### src/rtl/bram_arbiter.sv
// Two-client arbiter in front of a simple dual-port BRAM: one read port and one write port,
// each with its own round-robin arbiter (fixed priority when BRAM_ARBITER_FIXED_PRIO_EN is defined).
`default_nettype none

module bram_arbiter #(
   parameter int ADDR_WIDTH = 6,
   parameter int DATA_WIDTH = 32
) (
   input  logic                  clock,
   input  logic                  reset,

   input  logic                  c0_req,
   input  logic                  c0_we,
   input  logic [ADDR_WIDTH-1:0] c0_addr,
   input  logic [DATA_WIDTH-1:0] c0_wdata,
   output logic                  c0_gnt,
   output logic                  c0_rvalid,
   output logic [DATA_WIDTH-1:0] c0_rdata,

   input  logic                  c1_req,
   input  logic                  c1_we,
   input  logic [ADDR_WIDTH-1:0] c1_addr,
   input  logic [DATA_WIDTH-1:0] c1_wdata,
   output logic                  c1_gnt,
   output logic                  c1_rvalid,
   output logic [DATA_WIDTH-1:0] c1_rdata,

   output logic [ADDR_WIDTH-1:0] bram_rd_addr,
   output logic [ADDR_WIDTH-1:0] bram_wr_addr,
   output logic                  bram_wr_en,
   output logic [DATA_WIDTH-1:0] bram_din,
   input  logic [DATA_WIDTH-1:0] bram_dout
);

   logic w_rd_req0, w_rd_req1, w_wr_req0, w_wr_req1;
   logic w_rd_gnt0, w_rd_gnt1, w_wr_gnt0, w_wr_gnt1;
   logic w_rd_any;
   logic w_rd_pref1, w_wr_pref1;   // 1: client 1 wins the next contention

   logic                  r_rd_valid;
   logic                  r_rd_owner;
   logic [ADDR_WIDTH-1:0] r_rd_addr;
   logic [DATA_WIDTH-1:0] r_c0_rdata;
   logic [DATA_WIDTH-1:0] r_c1_rdata;

   assign w_rd_req0 = c0_req & ~c0_we;
   assign w_rd_req1 = c1_req & ~c1_we;
   assign w_wr_req0 = c0_req &  c0_we;
   assign w_wr_req1 = c1_req &  c1_we;

`ifdef BRAM_ARBITER_FIXED_PRIO_EN
   assign w_rd_pref1 = 1'b0;
   assign w_wr_pref1 = 1'b0;
`else
   logic r_rd_last, r_wr_last;

   // The pointer records the last contended winner; uncontended grants leave it alone.
   always_ff @(posedge clock) begin
      if (reset) begin
         r_rd_last <= 1'b1;
         r_wr_last <= 1'b1;
      end else begin
         if (w_rd_req0 & w_rd_req1) r_rd_last <= w_rd_gnt1;
         if (w_wr_req0 & w_wr_req1) r_wr_last <= w_wr_gnt1;
      end
   end

   assign w_rd_pref1 = ~r_rd_last;
   assign w_wr_pref1 = ~r_wr_last;
`endif

   always_comb begin
      w_rd_gnt0 = ~reset & w_rd_req0 & (~w_rd_req1 | ~w_rd_pref1);
      w_rd_gnt1 = ~reset & w_rd_req1 & (~w_rd_req0 |  w_rd_pref1);
      w_wr_gnt0 = ~reset & w_wr_req0 & (~w_wr_req1 | ~w_wr_pref1);
      w_wr_gnt1 = ~reset & w_wr_req1 & (~w_wr_req0 |  w_wr_pref1);
      w_rd_any  = w_rd_gnt0 | w_rd_gnt1;
   end

   assign c0_gnt = w_rd_gnt0 | w_wr_gnt0;
   assign c1_gnt = w_rd_gnt1 | w_wr_gnt1;

   // NOTE: every variable assigned in always_comb gets a default first, so no latch is inferred.
   always_comb begin
      bram_wr_en   = w_wr_gnt0 | w_wr_gnt1;
      bram_wr_addr = '0;
      bram_din     = '0;
      if (w_wr_gnt1) begin
         bram_wr_addr = c1_addr;
         bram_din     = c1_wdata;
      end else if (w_wr_gnt0) begin
         bram_wr_addr = c0_addr;
         bram_din     = c0_wdata;
      end

      bram_rd_addr = r_rd_addr;
      if (reset)          bram_rd_addr = '0;
      else if (w_rd_gnt1) bram_rd_addr = c1_addr;
      else if (w_rd_gnt0) bram_rd_addr = c0_addr;
   end

   // NOTE: sequential state uses non-blocking assignments only; the BRAM has already
   // produced bram_dout at the mid-cycle negedge, so it is captured at the closing posedge.
   always_ff @(posedge clock) begin
      if (reset) begin
         r_rd_valid <= 1'b0;
         r_rd_owner <= 1'b0;
         r_rd_addr  <= '0;
         r_c0_rdata <= '0;
         r_c1_rdata <= '0;
      end else begin
         r_rd_valid <= w_rd_any;
         r_rd_owner <= w_rd_gnt1;
         if (w_rd_any)  r_rd_addr  <= w_rd_gnt1 ? c1_addr : c0_addr;
         if (w_rd_gnt0) r_c0_rdata <= bram_dout;
         if (w_rd_gnt1) r_c1_rdata <= bram_dout;
      end
   end

   // NOTE: read outputs are masked by reset so a pulse due in the reset cycle never appears.
   assign c0_rvalid = ~reset & r_rd_valid & ~r_rd_owner;
   assign c1_rvalid = ~reset & r_rd_valid &  r_rd_owner;
   assign c0_rdata  = reset ? '0 : r_c0_rdata;
   assign c1_rdata  = reset ? '0 : r_c1_rdata;

endmodule

`default_nettype wire

### config.mk
export PLATFORM = sky130hd
export DESIGN_NAME = bram_arbiter
export DESIGN_NICKNAME = d
export VERILOG_FILES = /design/src/rtl/bram_arbiter.sv
export SDC_FILE = /design/constraint.sdc
export NUM_CORES = 1
export LEC_CHECK = 0
export ABC_AREA = 1
export BUFFER_PORTS_ARGS = -buffer_cell sky130_fd_sc_hd__buf_2
export CORE_MARGIN = 2
export CORE_UTILIZATION = 40
export DETAILED_ROUTE_END_ITERATION = 7
export PLACE_DENSITY = 0.88
export SYNTH_ARGS = -nofsm -noshare
export SYNTH_HDL_FRONTEND = slang
export SYNTH_SLANG_ARGS = --single-unit
### constraint.sdc
create_clock -name clock -period 1.2 [get_ports clock]
set_clock_uncertainty 0.2 [all_clocks]
set_input_delay 0.06 -clock clock [delete_from_list [all_inputs] [get_ports clock]]
set_output_delay 0.06 -clock clock [all_outputs]
set_load 0.03 [all_outputs]
==> metrics.md, run 1 <==
| Metric | Value |
|---|---|
| Pin count of the biggest net entering global routing | 29 |
| Max Root-Sink Buffers | 2 |
| DIE HEIGHT | just over 100 um |
| Synth Cell Area | 3866 sq um |
| Unique masters post-synth | 20 |
| Grt ovf | between 150 and 200 |
| Cts bufs inserted | 9 |
| Kind of the worst endpoint | top-level output |
| CTS root buf | clkbuf_8 |
| Row count | 35 |
| Syn Area/Cell | 6.620 sq um |
| Yosys warning count | 0 |
| IO Pins | approximately 230 |
| H-tree Lvls | 3 |
| Routability cong. | 0.8517 |
| Syn Inst Count | just under 600 |
| Status | stopped before the end |
| Yosys reg bits | 74 |
| Clock sinks | 74 |
| Tool error | [ERROR GRT-0232] Routing congestion too high. Check the congestion heatmap in the GUI. |
| IO Port Bufs | 226 |
| Placed inst area | 5453 sq um |
| Sequential area share after synthesis | 38.32% |
| Worst EP post-GRT repair | bram_din[0] |
| Syn nets | 698 |
| Tot GR Track Use | between 80% and 90% |
| HPWL after DPL | around 9000 um |
| Die width | about 100 um |
| Initial core utilization | 41.45% |
| Halt point of the flow | global routing |
-- synth_stat cells --
master	number	share of area [%]
o21ai_2	23	5.2
nand3_2	1	0.26
nor2_1	68	6.6
inv_2	2	0.19
dfxtp_1	74	38
clkbuf_2	1	0.13
o211ai_2	1	0.32
a31oi_1	1	0.16
buf_2	8	1.0
nand3_1	28	3.6
o22ai_1	38	6.1
buf_4	10	1.9
nor2_4	2	0.58
o21ai_1	40	5.2
nand2_1	80	7.8
nand4_1	2	0.32
o21ai_0	3	0.39
buf_6	11	3.2
inv_1	190	18
nand2_2	1	0.16
-- what timing repair did --
item,4_1_cts
gates resized for setup,338
setup buffers,53
hold buffers,39
gates cloned,13
setup endpoints to repair,179
endpoints found under the hold margin,70
pin swaps,42
-- stage by stage --
stage	hold WS, ps	setup WS, ps	instances	setup TNS (ps)	util (%)
global placement	117.9	-216.6	937	-16770	58.46
detailed placement	125.4	-273.6	937	-19390	58.46
floorplan	13.53	-202.4	584	-8617	-
CTS	-135.7	-576.7	1056	-39800	85.47
-- cells by family after synthesis --
kind of cell / Yosys count / share of synthesized area [%]
simple gates: 182 / 19.32
compound gates: 106 / 17.41
buf+inv: 222 / 24.95
flops: 74 / 38.32
-- routing by layer --
metal  overflow  GRT usage [%]
met1          0          77.15
met2        108          102.0
met3          2          58.48
met4         70          95.79
met5          0          6.250
==> run 2: changes to the inputs <==
--- a/config.mk
+++ b/config.mk
@@ -10,7 +10,7 @@
 export CORE_MARGIN = 2
 export CORE_UTILIZATION = 40
 export DETAILED_ROUTE_END_ITERATION = 7
-export PLACE_DENSITY = 0.88
+export PLACE_DENSITY_LB_ADDON = 0.15
 export SYNTH_ARGS = -nofsm -noshare
 export SYNTH_HDL_FRONTEND = slang
 export SYNTH_SLANG_ARGS = --single-unit
==> constraint.sdc (replaced) <==
create_clock -name clock -period 1.55 [get_ports clock]
set_clock_uncertainty 0.2 [all_clocks]
set_input_delay 0.0775 -clock clock [delete_from_list [all_inputs] [get_ports clock]]
set_output_delay 0.0775 -clock clock [all_outputs]
set_load 0.03 [all_outputs]
==> metrics.md, run 2 <==
| Metric | Value |
|---|---|
| Final Routed Wirelength | 14210 um |
| Initial core utilization | 41.45% (unchanged) |
| TritonCTS clock tree | built |
| VDD IR-drop max | approximately 0.38 mV |
| Max Root-Sink Buffers | 2 (unchanged) |
| Pre-antenna DRT Iters | 7 |
| Cell count after placement | 923 (was 937) |
| Final nets | 990 |
| Post-synth top area share | 38.32% (unchanged) |
| Core area | 9328 sq um |
| Failing checks | setup timing |
| Share of cells above drive strength 1 | 42.11% |
| Fmax achieved | 533.2 MHz |
| Row count | 35 (unchanged) |
| DR WL/cell | 14.06 um |
| Number of synthesized flops with an enable pin | 0 (unchanged) |
| Capture point of the worst reg-to-reg path | r_rd_addr[1] |
| Flop-to-flop setup slack | -10 ps |
| IO Port Bufs | 226 (unchanged) |
| Global-route wire length before repair | 20450 um |
| IO Pins | 227 (unchanged) |
| P_leak | roughly 3.7 nW |
| CTS root buf | clkbuf_8 (unchanged) |
| DRC | 0 |
| Syn nets | 698 (unchanged) |
| Top Registers | r_c0_rdata (32), r_c1_rdata (32), r_rd_addr (6) |
| FILL cells | between 700 and 800 |
| Yosys reg bits | 74 (unchanged) |
| Final setup violation count | 48 |
| RSZ-0062 raised after global routing | yes |
| Synthesis-to-layout area growth | 76.67% |
| DIE HEIGHT | 102.3 um (unchanged) |
| Worst-path clk slew | roughly 80 ps |
| Grt ovf | 0 |
| Cts bufs inserted | 9 (unchanged) |
| Fin crit share | 121.0% |
| Synth Cell Area | 3866 sq um (unchanged) |
| Reg2Reg Depth | 10 |
| Ys flop type | dfxtp_1 (unchanged) |
| Status | complete, but fails checks (was stopped before the end) |
| CP Capture Type | primary output |
| Sequential area share after synthesis | 38.32% (unchanged) |
| Die width | 102.3 um (unchanged) |
| Worst slew pin tran | 397.5 ps |
| Maxcap violations | 0 |
| Commonest non-fill, non-tap cell in the layout | inv_1 |
| Class of the worst hold path | input pin to flip-flop |
| Unique masters post-synth | 20 (unchanged) |
| Power per cell area | 763.1 nW/um^2 |
| Synth cell count leaders | 190 x inv_1, 80 x nand2_1, 74 x dfxtp_1 (unchanged) |
| Fin area | 6830 sq um |
| Power, Total | 5.212 mW |
| Worst-path maximum fanout | 8 |
| HPWL after DPL | 8156 um (was 9025 um) |
| Number of global-route vias before repair | ~4500 |
| Setup WS post-layout | -325.4 ps |
| Slew Limit Fails | 0 |
| Relative slew slack | between 70% and 80% |
| H-tree Lvls | 3 (unchanged) |
| Crit path DAT | about 1600 ps |
| Crit path required time | 1270 ps |
| Min-delay src | c0_we |
| Initial antenna violation count | 1 |
| Initial DRC count | 163 |
| Via-per-instance ratio | 4.677 |
| Pin count of the biggest net entering global routing | between 40 and 50 |
| Fraction of registers with async set/reset | 0% (unchanged) |
| Critical Path Start Type | input pin |
| Syn Area/Cell | 6.620 sq um (unchanged) |
| DR WL met3 | 982 um |
| Met2 Wirelength | 7134 um |
| Wl on met1 | 5351 um |
| Worst r2r src | r_rd_last |
| Fin cells | 1011 |
| Final hold violations | 0 |
| Top sig layer | met4 |
| Count leader, synth | inv_1 (unchanged) |
| Tot GR Track Use | 25.11% |
| Yosys top cell by area | dfxtp_1 (unchanged) |
| Die ar. | 10470 sq um |
| Top cells by area, synth | dfxtp_1 38%, inv_1 18%, nand2_1 7.8% (unchanged) |
| Yosys warning count | 0 (unchanged) |
| Final core utilization | 73.23% |
| Crit path time final | 1875 ps |
| Most frequent cells in the layout | 180 x inv_1, 179 x buf_2, 72 x dfxtp_1 |
| Placed inst area | 5104 sq um (was 5453 sq um) |
| Latest clock arrival within the worst-skew pair | approximately 340 ps |
| Syn Inst Count | 584 (unchanged) |
| Hold path endpoint | r_rd_last |
| Via count | approximately 4700 |
| Routability cong. | 0.8877 (was 0.8517) |
| Critical path class | input pin to primary output |
| Hold Path Depth | 5 |
| DP Worst Slack | 50.30 ps (was -273.6 ps) |
| Clock sinks | 74 (unchanged) |
| Antenna-violating nets left | 0 |
-- run 2: cell counts after synthesis --
No cell type changed its count.
-- run 2: routing by layer --
| metal | track usage, % | vias to the layer above |
|---|---|---|
| li1 | - | 2323 |
| met1 | 26.18 | 2106 |
| met2 | 46.20 | 242 |
| met3 | 6.088 | 57 |
| met4 | 13.64 | 0 |
| met5 | 0 | - |
-- run 2: critical path: stages --
cell and delay, ps:
buf_2 120, inv_1 100, dlygate4sd3_1 650, nand3_4 140
nand3_1 130, nand3_2 100, nand2_2 90, inv_2 40
buf_6 130
-- run 2: what timing repair did --
item / in CTS / in global routing
endpoints found under the hold margin: 71 / 3
endpoints found under the setup margin: 47 / 51
resized for setup: 141 / 32
buffers inserted: 16 / 4
pin swaps: 13 / 5
hold buffers: 46 / 3
cloned: 7 / 2
-- run 2: layout make-up --
class	count	area [sq um]	area share [%]
Inverter	192	720.7	10.55
Tap cell	129	161.4	2.363
Timing Repair Buffer	311	2400	35.13
Clock buffer	9	123.9	1.814
Antenna cell	1	2.502	0.03664
Sequential cell	74	1484	21.73
Multi-Input combinational cell	288	1814	26.56
Clock inverter	7	123.9	1.814
-- run 2: cells by family after synthesis --
family | count (synthesis) | synth area share (%)
and+or+nand+nor | 182 | 19.32
DFF | 74 | 38.32
AOI/OAI and AO/OA | 106 | 17.41
buffers and inverters | 222 | 24.95
-- run 2: through the flow --
step                TNS, ps  hold slack [ps]
finish               -13110            51.26
global route         -16240            41.61
CTS                  -11810            8.729
detailed placement        0            139.9
global placement          0            133.5
floorplan                 0            31.03
-- run 2: worst max path at each step --
stage	end	cells after the start	slack (ps)	start
final	bram_rd_addr[1]	9	-330	c1_we
after floorplan	bram_din[28]	4	130	r_wr_last
after detailed placement	bram_din[17]	7	50	c0_req
after global routing	bram_rd_addr[1]	9	-390	c1_we
after global placement	bram_din[11]	7	80	c0_req
after CTS	bram_wr_addr[4]	6	-280	r_wr_last
-- run 2: power breakdown --
group	internal, mW	switching [mW]	leakage (nW)	total [mW]
Combinational	0.576	0.764	2.97	1.34
Sequential	2.00	0.0259	0.604	2.03
Clock	1.08	0.763	0.120	1.85
Total	3.66	1.55	3.69	5.21
(Power assumes the default switching activity.)
